File: src/rtl/riscv_core_trap_pkg.sv
// Shared constants for the machine-mode trap sequencer: FSM encoding,
// trap cause codes, trap CSR addresses and mstatus bit positions.
package riscv_core_trap_pkg;

    typedef logic [2:0] trap_state_t;

    localparam logic [2:0] ST_IDLE    = 3'd0;
    localparam logic [2:0] ST_W_EPC   = 3'd1;
    localparam logic [2:0] ST_W_CAUSE = 3'd2;
    localparam logic [2:0] ST_W_TVAL  = 3'd3;
    localparam logic [2:0] ST_W_STAT  = 3'd4;
    localparam logic [2:0] ST_JUMP    = 3'd5;
    localparam logic [2:0] ST_M_STAT  = 3'd6;
    localparam logic [2:0] ST_M_JUMP  = 3'd7;

    // Low cause bits; interrupts additionally set the top bit of mcause.
    localparam logic [5:0] CAUSE_MEI         = 6'd11;
    localparam logic [5:0] CAUSE_MTI         = 6'd7;
    localparam logic [5:0] CAUSE_BREAKPOINT  = 6'd3;
    localparam logic [5:0] CAUSE_MISALIGNED  = 6'd0;
    localparam logic [5:0] CAUSE_ILLEGAL     = 6'd2;
    localparam logic [5:0] CAUSE_ECALL_M     = 6'd11;
    localparam logic [5:0] CAUSE_STORE_FAULT = 6'd7;
    localparam logic [5:0] CAUSE_LOAD_FAULT  = 6'd5;

    localparam logic [11:0] CSR_MSTATUS = 12'h300;
    localparam logic [11:0] CSR_MEPC    = 12'h341;
    localparam logic [11:0] CSR_MCAUSE  = 12'h342;
    localparam logic [11:0] CSR_MTVAL   = 12'h343;

    localparam int MSTATUS_MIE    = 3;
    localparam int MSTATUS_MPIE   = 7;
    localparam int MSTATUS_MPP_LO = 11;
    localparam int MSTATUS_MPP_HI = 12;

endpackage

File: src/rtl/riscv_core_trap_prio_enc.sv
// Combinational trap priority encoder: MEI > MTI > ebreak > misaligned >
// illegal > ecall > store fault > load fault.
module riscv_core_trap_prio_enc
    import riscv_core_trap_pkg::*;
#(
    parameter int XLEN = 64
) (
    input  logic            mstatus_mie,
    input  logic            meip,
    input  logic            mtip,
    input  logic            meie,
    input  logic            mtie,
    input  logic            exc_ebreak,
    input  logic            exc_misaligned,
    input  logic            exc_illegal,
    input  logic            exc_ecall,
    input  logic            exc_sw_fault,
    input  logic            exc_lw_fault,
    output logic            trap_valid,
    output logic [XLEN-1:0] cause,
    output logic            is_interrupt
);

    always_comb begin
        trap_valid   = 1'b1;
        is_interrupt = 1'b0;
        cause        = '0;
        if (mstatus_mie && meie && meip) begin
            is_interrupt    = 1'b1;
            cause[XLEN-1]   = 1'b1;
            cause[5:0]      = CAUSE_MEI;
        end else if (mstatus_mie && mtie && mtip) begin
            is_interrupt    = 1'b1;
            cause[XLEN-1]   = 1'b1;
            cause[5:0]      = CAUSE_MTI;
        end else if (exc_ebreak) begin
            cause[5:0] = CAUSE_BREAKPOINT;
        end else if (exc_misaligned) begin
            cause[5:0] = CAUSE_MISALIGNED;
        end else if (exc_illegal) begin
            cause[5:0] = CAUSE_ILLEGAL;
        end else if (exc_ecall) begin
            cause[5:0] = CAUSE_ECALL_M;
        end else if (exc_sw_fault) begin
            cause[5:0] = CAUSE_STORE_FAULT;
        end else if (exc_lw_fault) begin
            cause[5:0] = CAUSE_LOAD_FAULT;
        end else begin
            trap_valid = 1'b0;
        end
    end

endmodule

File: src/rtl/riscv_core_trap_sequencer.sv
// Machine-mode trap/mret sequencer owning the CSR write port.
// Define RISCV_CORE_TRAP_VECTOR_EN for vectored interrupt dispatch.
module riscv_core_trap_sequencer
    import riscv_core_trap_pkg::*;
#(
    parameter int XLEN = 64,
    parameter int PC_W = 32
) (
    input  logic            i_riscv_core_clk,
    input  logic            i_riscv_core_rst_n,
    input  logic            i_exc_ebreak,
    input  logic            i_exc_misaligned,
    input  logic            i_exc_illegal,
    input  logic            i_exc_ecall,
    input  logic            i_exc_sw_fault,
    input  logic            i_exc_lw_fault,
    input  logic [PC_W-1:0] i_exc_pc,
    input  logic [31:0]     i_exc_instr,
    input  logic [XLEN-1:0] i_exc_fault_addr,
    input  logic            i_mip_meip,
    input  logic            i_mip_mtip,
    input  logic            i_mie_meie,
    input  logic            i_mie_mtie,
    input  logic [XLEN-1:0] i_mstatus,
    input  logic [XLEN-1:0] i_mtvec,
    input  logic [XLEN-1:0] i_mepc,
    input  logic [PC_W-1:0] i_intr_pc,
    input  logic            i_mret,
    input  logic            i_csr_req_valid,
    input  logic [11:0]     i_csr_req_addr,
    input  logic [XLEN-1:0] i_csr_req_wdata,
    output logic            o_csr_req_ready,
    output logic            o_csr_wen,
    output logic [11:0]     o_csr_waddr,
    output logic [XLEN-1:0] o_csr_wdata,
    output logic            o_redirect_valid,
    output logic [PC_W-1:0] o_redirect_pc,
    output logic            o_flush,
    output logic            o_ext_ack,
    output logic            o_busy
);

    trap_state_t     state, state_nxt;
    logic            trap_valid, trap_intr, is_fault;
    logic [XLEN-1:0] trap_cause;
    logic            idle, accept_trap;
    logic [XLEN-1:0] hold_cause, hold_tval;
    logic [PC_W-1:0] hold_pc, base, handler, vec_off;
    logic [31:0]     hold_instr;
    logic            hold_intr, hold_mei;
    logic            unused_bits;

    function automatic logic [XLEN-1:0] trap_mstatus(input logic [XLEN-1:0] ms);
        logic [XLEN-1:0] r;
        r = ms;
        r[MSTATUS_MPIE] = ms[MSTATUS_MIE];
        r[MSTATUS_MIE]  = 1'b0;
        r[MSTATUS_MPP_HI:MSTATUS_MPP_LO] = 2'b11;
        return r;
    endfunction

    function automatic logic [XLEN-1:0] mret_mstatus(input logic [XLEN-1:0] ms);
        logic [XLEN-1:0] r;
        r = ms;
        r[MSTATUS_MIE]  = ms[MSTATUS_MPIE];
        r[MSTATUS_MPIE] = 1'b1;
        return r;
    endfunction

    riscv_core_trap_prio_enc #(.XLEN(XLEN)) u_prio_enc (
        .mstatus_mie    (i_mstatus[MSTATUS_MIE]),
        .meip           (i_mip_meip),
        .mtip           (i_mip_mtip),
        .meie           (i_mie_meie),
        .mtie           (i_mie_mtie),
        .exc_ebreak     (i_exc_ebreak),
        .exc_misaligned (i_exc_misaligned),
        .exc_illegal    (i_exc_illegal),
        .exc_ecall      (i_exc_ecall),
        .exc_sw_fault   (i_exc_sw_fault),
        .exc_lw_fault   (i_exc_lw_fault),
        .trap_valid     (trap_valid),
        .cause          (trap_cause),
        .is_interrupt   (trap_intr)
    );

    assign idle        = (state == ST_IDLE);
    assign accept_trap = idle && trap_valid;
    assign is_fault    = !trap_intr && ((trap_cause[5:0] == CAUSE_STORE_FAULT) ||
                                        (trap_cause[5:0] == CAUSE_LOAD_FAULT));
    assign o_busy      = !idle;
    assign o_csr_req_ready = idle && !trap_valid && !i_mret;

    assign base    = {i_mtvec[PC_W-1:2], 2'b00};
    assign vec_off = {{(PC_W-8){1'b0}}, hold_cause[5:0], 2'b00};
`ifdef RISCV_CORE_TRAP_VECTOR_EN
    assign handler = (hold_intr && (i_mtvec[1:0] == 2'b01)) ? base + vec_off : base;
`else
    assign handler = base;
`endif

    assign unused_bits = ^{hold_instr, hold_intr, vec_off, i_mtvec[1:0],
                           i_mtvec[XLEN-1:PC_W], i_mepc[XLEN-1:PC_W]};

    always_ff @(posedge i_riscv_core_clk or negedge i_riscv_core_rst_n) begin
        if (!i_riscv_core_rst_n) state <= ST_IDLE;
        else                     state <= state_nxt;
    end

    // Trap context is captured only on accept and read only while sequencing.
    always_ff @(posedge i_riscv_core_clk) begin
        if (accept_trap) begin
            hold_cause <= trap_cause;
            hold_intr  <= trap_intr;
            hold_mei   <= trap_intr && (trap_cause[5:0] == CAUSE_MEI);
            hold_pc    <= trap_intr ? i_intr_pc : i_exc_pc;
            hold_tval  <= is_fault ? i_exc_fault_addr : '0;
            hold_instr <= i_exc_instr;
        end
    end

    always_comb begin
        state_nxt = state;
        case (state)
            ST_IDLE:    if (trap_valid) state_nxt = ST_W_EPC;
                        else if (i_mret) state_nxt = ST_M_STAT;
            ST_W_EPC:   state_nxt = ST_W_CAUSE;
            ST_W_CAUSE: state_nxt = ST_W_TVAL;
            ST_W_TVAL:  state_nxt = ST_W_STAT;
            ST_W_STAT:  state_nxt = ST_JUMP;
            ST_M_STAT:  state_nxt = ST_M_JUMP;
            default:    state_nxt = ST_IDLE;
        endcase
    end

    always_comb begin
        o_csr_wen        = 1'b0;
        o_csr_waddr      = '0;
        o_csr_wdata      = '0;
        o_redirect_valid = 1'b0;
        o_redirect_pc    = '0;
        o_ext_ack        = 1'b0;
        o_flush          = 1'b1;
        case (state)
            ST_IDLE: begin
                o_flush   = trap_valid || i_mret;
                o_csr_wen = i_csr_req_valid && o_csr_req_ready;
                if (o_csr_wen) begin
                    o_csr_waddr = i_csr_req_addr;
                    o_csr_wdata = i_csr_req_wdata;
                end
            end
            ST_W_EPC: begin
                o_csr_wen   = 1'b1;
                o_csr_waddr = CSR_MEPC;
                o_csr_wdata = XLEN'(hold_pc);
                o_ext_ack   = hold_mei;
            end
            ST_W_CAUSE: begin
                o_csr_wen   = 1'b1;
                o_csr_waddr = CSR_MCAUSE;
                o_csr_wdata = hold_cause;
            end
            ST_W_TVAL: begin
                o_csr_wen   = 1'b1;
                o_csr_waddr = CSR_MTVAL;
                o_csr_wdata = hold_tval;
            end
            ST_W_STAT: begin
                o_csr_wen   = 1'b1;
                o_csr_waddr = CSR_MSTATUS;
                o_csr_wdata = trap_mstatus(i_mstatus);
            end
            ST_JUMP: begin
                o_redirect_valid = 1'b1;
                o_redirect_pc    = handler;
            end
            ST_M_STAT: begin
                o_csr_wen   = 1'b1;
                o_csr_waddr = CSR_MSTATUS;
                o_csr_wdata = mret_mstatus(i_mstatus);
            end
            default: begin
                o_redirect_valid = 1'b1;
                o_redirect_pc    = i_mepc[PC_W-1:0];
            end
        endcase
    end

endmodule

File: config.mk
export PLATFORM = sky130hd
export DESIGN_NAME = riscv_core_trap_sequencer
export DESIGN_NICKNAME = d
export VERILOG_FILES = /design/src/rtl/riscv_core_trap_pkg.sv /design/src/rtl/riscv_core_trap_prio_enc.sv /design/src/rtl/riscv_core_trap_sequencer.sv
export SDC_FILE = /design/constraint.sdc
export NUM_CORES = 1
export LEC_CHECK = 0
export BUFFER_PORTS_ARGS = -buffer_cell sky130_fd_sc_hd__buf_2
export CORE_AREA = 5 5 210 212
export DETAILED_ROUTE_END_ITERATION = 16
export DIE_AREA = 0 0 215 217
export SLEW_MARGIN = 15
export SYNTH_ARGS = -nofsm -noshare
export SYNTH_HDL_FRONTEND = slang
export SYNTH_SLANG_ARGS = --single-unit
File: constraint.sdc
create_clock -name i_riscv_core_clk -period 7.5 [get_ports i_riscv_core_clk]
set_input_delay 0.375 -clock i_riscv_core_clk [delete_from_list [all_inputs] [get_ports i_riscv_core_clk]]
set_output_delay 0.375 -clock i_riscv_core_clk [all_outputs]
set_load 0.02 [all_outputs]
==> flow_summary.yaml <==
detailed_routing:
  met1_length_um: 9980
  wl_per_cell_um: 17.8
  first_pass_iters: 12
  routed_wl_um: 28200
  ant_nets: 0
  num_vias: 6555
  drt_iter0_drc: 480
  drcViolationCount: 0
  wl_met2_um: 14600
  maxUsedRoutingLayer: "met5"
  met3_length_um: 2320
  vias_per_cell: 4.14
final_layout:
  fillers: 4533
  layout_commonest_cell: "buf_2"
  stdcell_count: 1584
  most-common-layout-cells: "buf_2 (457), nand2_1 (110), edfxtp_1 (102), and2_1 (72), nor2_1 (66)"
  regArea_um2: 3140
  multiInputGateArea_um2: 2700
  finalNetCount: 1479
  layout-drive-gt1-share: 0.475
  syn2layout_area_growth_pct: 52.1
  final_cell_area_um2: 9340
power:
  p_leak_uw: 0.00457
  p_seq_frac: 0.339
  pwr-share-clk: 0.199
  p_int_uw: 1510
  power.switching_uw: 1070
  power_density_nw_per_um2: 277
  p_sw_frac: 0.415
  ir_worst_vdd_v: 0.000127
  p_comb_frac: 0.462
timing:
  post-route-period-util: 0.474
  drv_slew: 0
  rsz0062_at_grt: "no"
  tns_ns: 0
  whs_ns: 0.257
  finalCriticalPeriod_ns: 3.56
  fin_ws_ns: 3.94
  worst_pin_slew_ns: 1.07
  hold_viol: 0
  max_freq_mhz: 281
  setup_viol: 0
  skew_ns: 0.00732
  maxSlewHeadroom: 0.288
worst_setup_path:
  ff2ff_path_depth: 4
  critical_path.max_fanout: 46
  worstPathRequired_ns: 7.12
  r2r_start: "state[0]"
  slowest_stage: "dfrtp_4"
  arrival_ns: 3.18
  max_stage_delay_ns: 0.64
  path_cells: "or4_4 > a2111oi_4 > buf_4 > a21oi_1 > nor2_1 > buf_2"
  endpoint_kind: "output port"
  setup.worst_path.start: "state[1]"
  cp-start-kind: "flop"
  crit_type: "flop to output port"
logic_synthesis:
  syn_inst: 607
  async_flop_share: 0.0286
  synth_mux_area_frac: 0.0978
  synth_fa_ha_area_frac: 0
  yosysTopAreaCell: "edfxtp_1"
  synthDistinctLibCells: 36
  yosysWarningCount: 0
  avgSynthCellArea_um2: 10.1
  synth_ff_type: "edfxtp_1"
  synth_top_family_by_area: "simple AND/OR/NAND/NOR gates"
  syn-num-nets: 1049
  synthSimpleGateAreaFrac: 0.203
  seq_area_frac_synth: 0.511
  netlist_area_um2: 6140
  synth.area.top_cells: "edfxtp_1 (50%), mux2i_1 (9.8%), and2_1 (7.3%)"
  synth_top_area_frac: 0.499
  synth-edff-count: 102
  synth-xor-area-share: 0
  synth_compound_gate_area_share: 0.134
  ys_ff_latch: 105
grt:
  grt_use_total: 0.114
  grt_first_pass_wirelength_um: 40200
  grt_max_degree: 62
  grt_overflow: 0
  antenna_found_initial: 6
  grt_pass1_vias: 6756
placed_design:
  dp_cells: 1564
  dpl.hpwl_um: 22400
  place_ws_ns: 3.65
  globalplace.congestion: 0.924
  portBuffers: 457
  place_area_um2: 9010
clock_tree:
  cts_tree: "built"
  cts_buffers: 9
  ctsRootBufferMaster: "clkbuf_16"
  cts_max_level: 3
  cts_num_sinks: 105
  clk_pin_slew_ns: 0.08
  clock_path_buffers: 2
  clock_latency_ns: 0.38
floorplan:
  die_y_um: 217
  die_area_um2: 46700
  chipWidth_um: 215
  core_um2: 41800
  num_io_pins: 556
  initial_core_util: 0.147
  rows: 75
status:
  status: "finished clean"
hold_path:
  hold_depth: 3
  min_path_type: "primary input to flop"
  hp-start: "i_intr_pc[18]"
flow_run:
  maxCapViolations: 0
==> kinds of logic (layout without fill, tap and decap cells) <==
group | count (synthesis) | count (layout)
AOI/OAI and AO/OA | 89 | 89
buffers and inverters | 83 | 518
DFF | 105 | 105
muxes | 60 | 60
other | 0 | 3
and+or+nand+nor | 270 | 270
==> critical path: cells and delay by family (launching register included) <==
kind            cells  cell delay, ns
simple gates        2            0.86
flops               1            0.64
compound gates      2            0.55
buf+inv             2            0.71
==> cells in the mapped netlist (2+ instances only) <==
cell and n:
dfrtp_1 3, nand2b_1 2, and2_1 72, buf_4 2
inv_1 34, a211oi_1 3, nand2_1 110, o21ai_0 2
and3_1 4, a221o_1 30, a222oi_1 33, a21oi_1 9
buf_2 8, nor2_1 69, clkbuf_1 27, edfxtp_1 102
mux2i_1 60, or4_4 2, buf_1 11, a31o_2 2
nor2b_1 2, a21o_1 3, nor3_1 4
==> final cells by class <==
type,count,area share
Antenna cell,3,0.000804
Clock buffer,9,0.0241
Multi-Input combinational cell,419,0.290
Clock inverter,7,0.00951
Tap cell,539,0.0722
Inverter,35,0.0141
Sequential cell,105,0.336
Timing Repair Buffer,467,0.253
==> flip-flops by register name, indices dropped and copies added, names as in the netlist <==
signal and flops:
hold_tval 64, hold_pc 32, hold_cause 5, state 3
hold_mei 1
==> final timing paths <==
| path | to | slack [ns] |
|---|---|---|
| max reg2reg | hold_pc[24] | 4.38 |
| min in group asynchronous | state[1] | 0.39 |
| min reg2reg | state[0] | 0.92 |
| max | o_csr_waddr[8] | 3.94 |
| max in group asynchronous | state[1] | 6.99 |
| min | hold_pc[18] | 0.26 |
==> timing repair <==
item / CTS / global route
endpoints found under the hold margin: 3 / 0
hold buffers: 1 / 0
buffers inserted: 0 / 0
resized for setup: 0 / 0
==> power groups by stage <==
stage               registers, uW  clock network (uW)  logic [uW]
floorplan                     874                   0         802
global placement              888                   0        1200
detailed placement            892                   0        1210
CTS                           878                 547        1220
global route                  887                 564        1290
finish                        876                 515        1200
==> routing by layer <==
layer	track usage	vias to the layer above
met5	0	-
met3	0.0332	49
li1	-	3054
met4	0.0610	2
met1	0.115	3074
met2	0.212	376
==> stage by stage <==
stage | util | power, uW
2_1_floorplan | - | 1680
3_3_place_gp | 0.216 | 2080
3_5_place_dp | 0.216 | 2100
4_1_cts | 0.223 | 2640
5_1_grt | 0.224 | 2740
6_report | 0.224 | 2590
(Power assumes the default switching activity.)
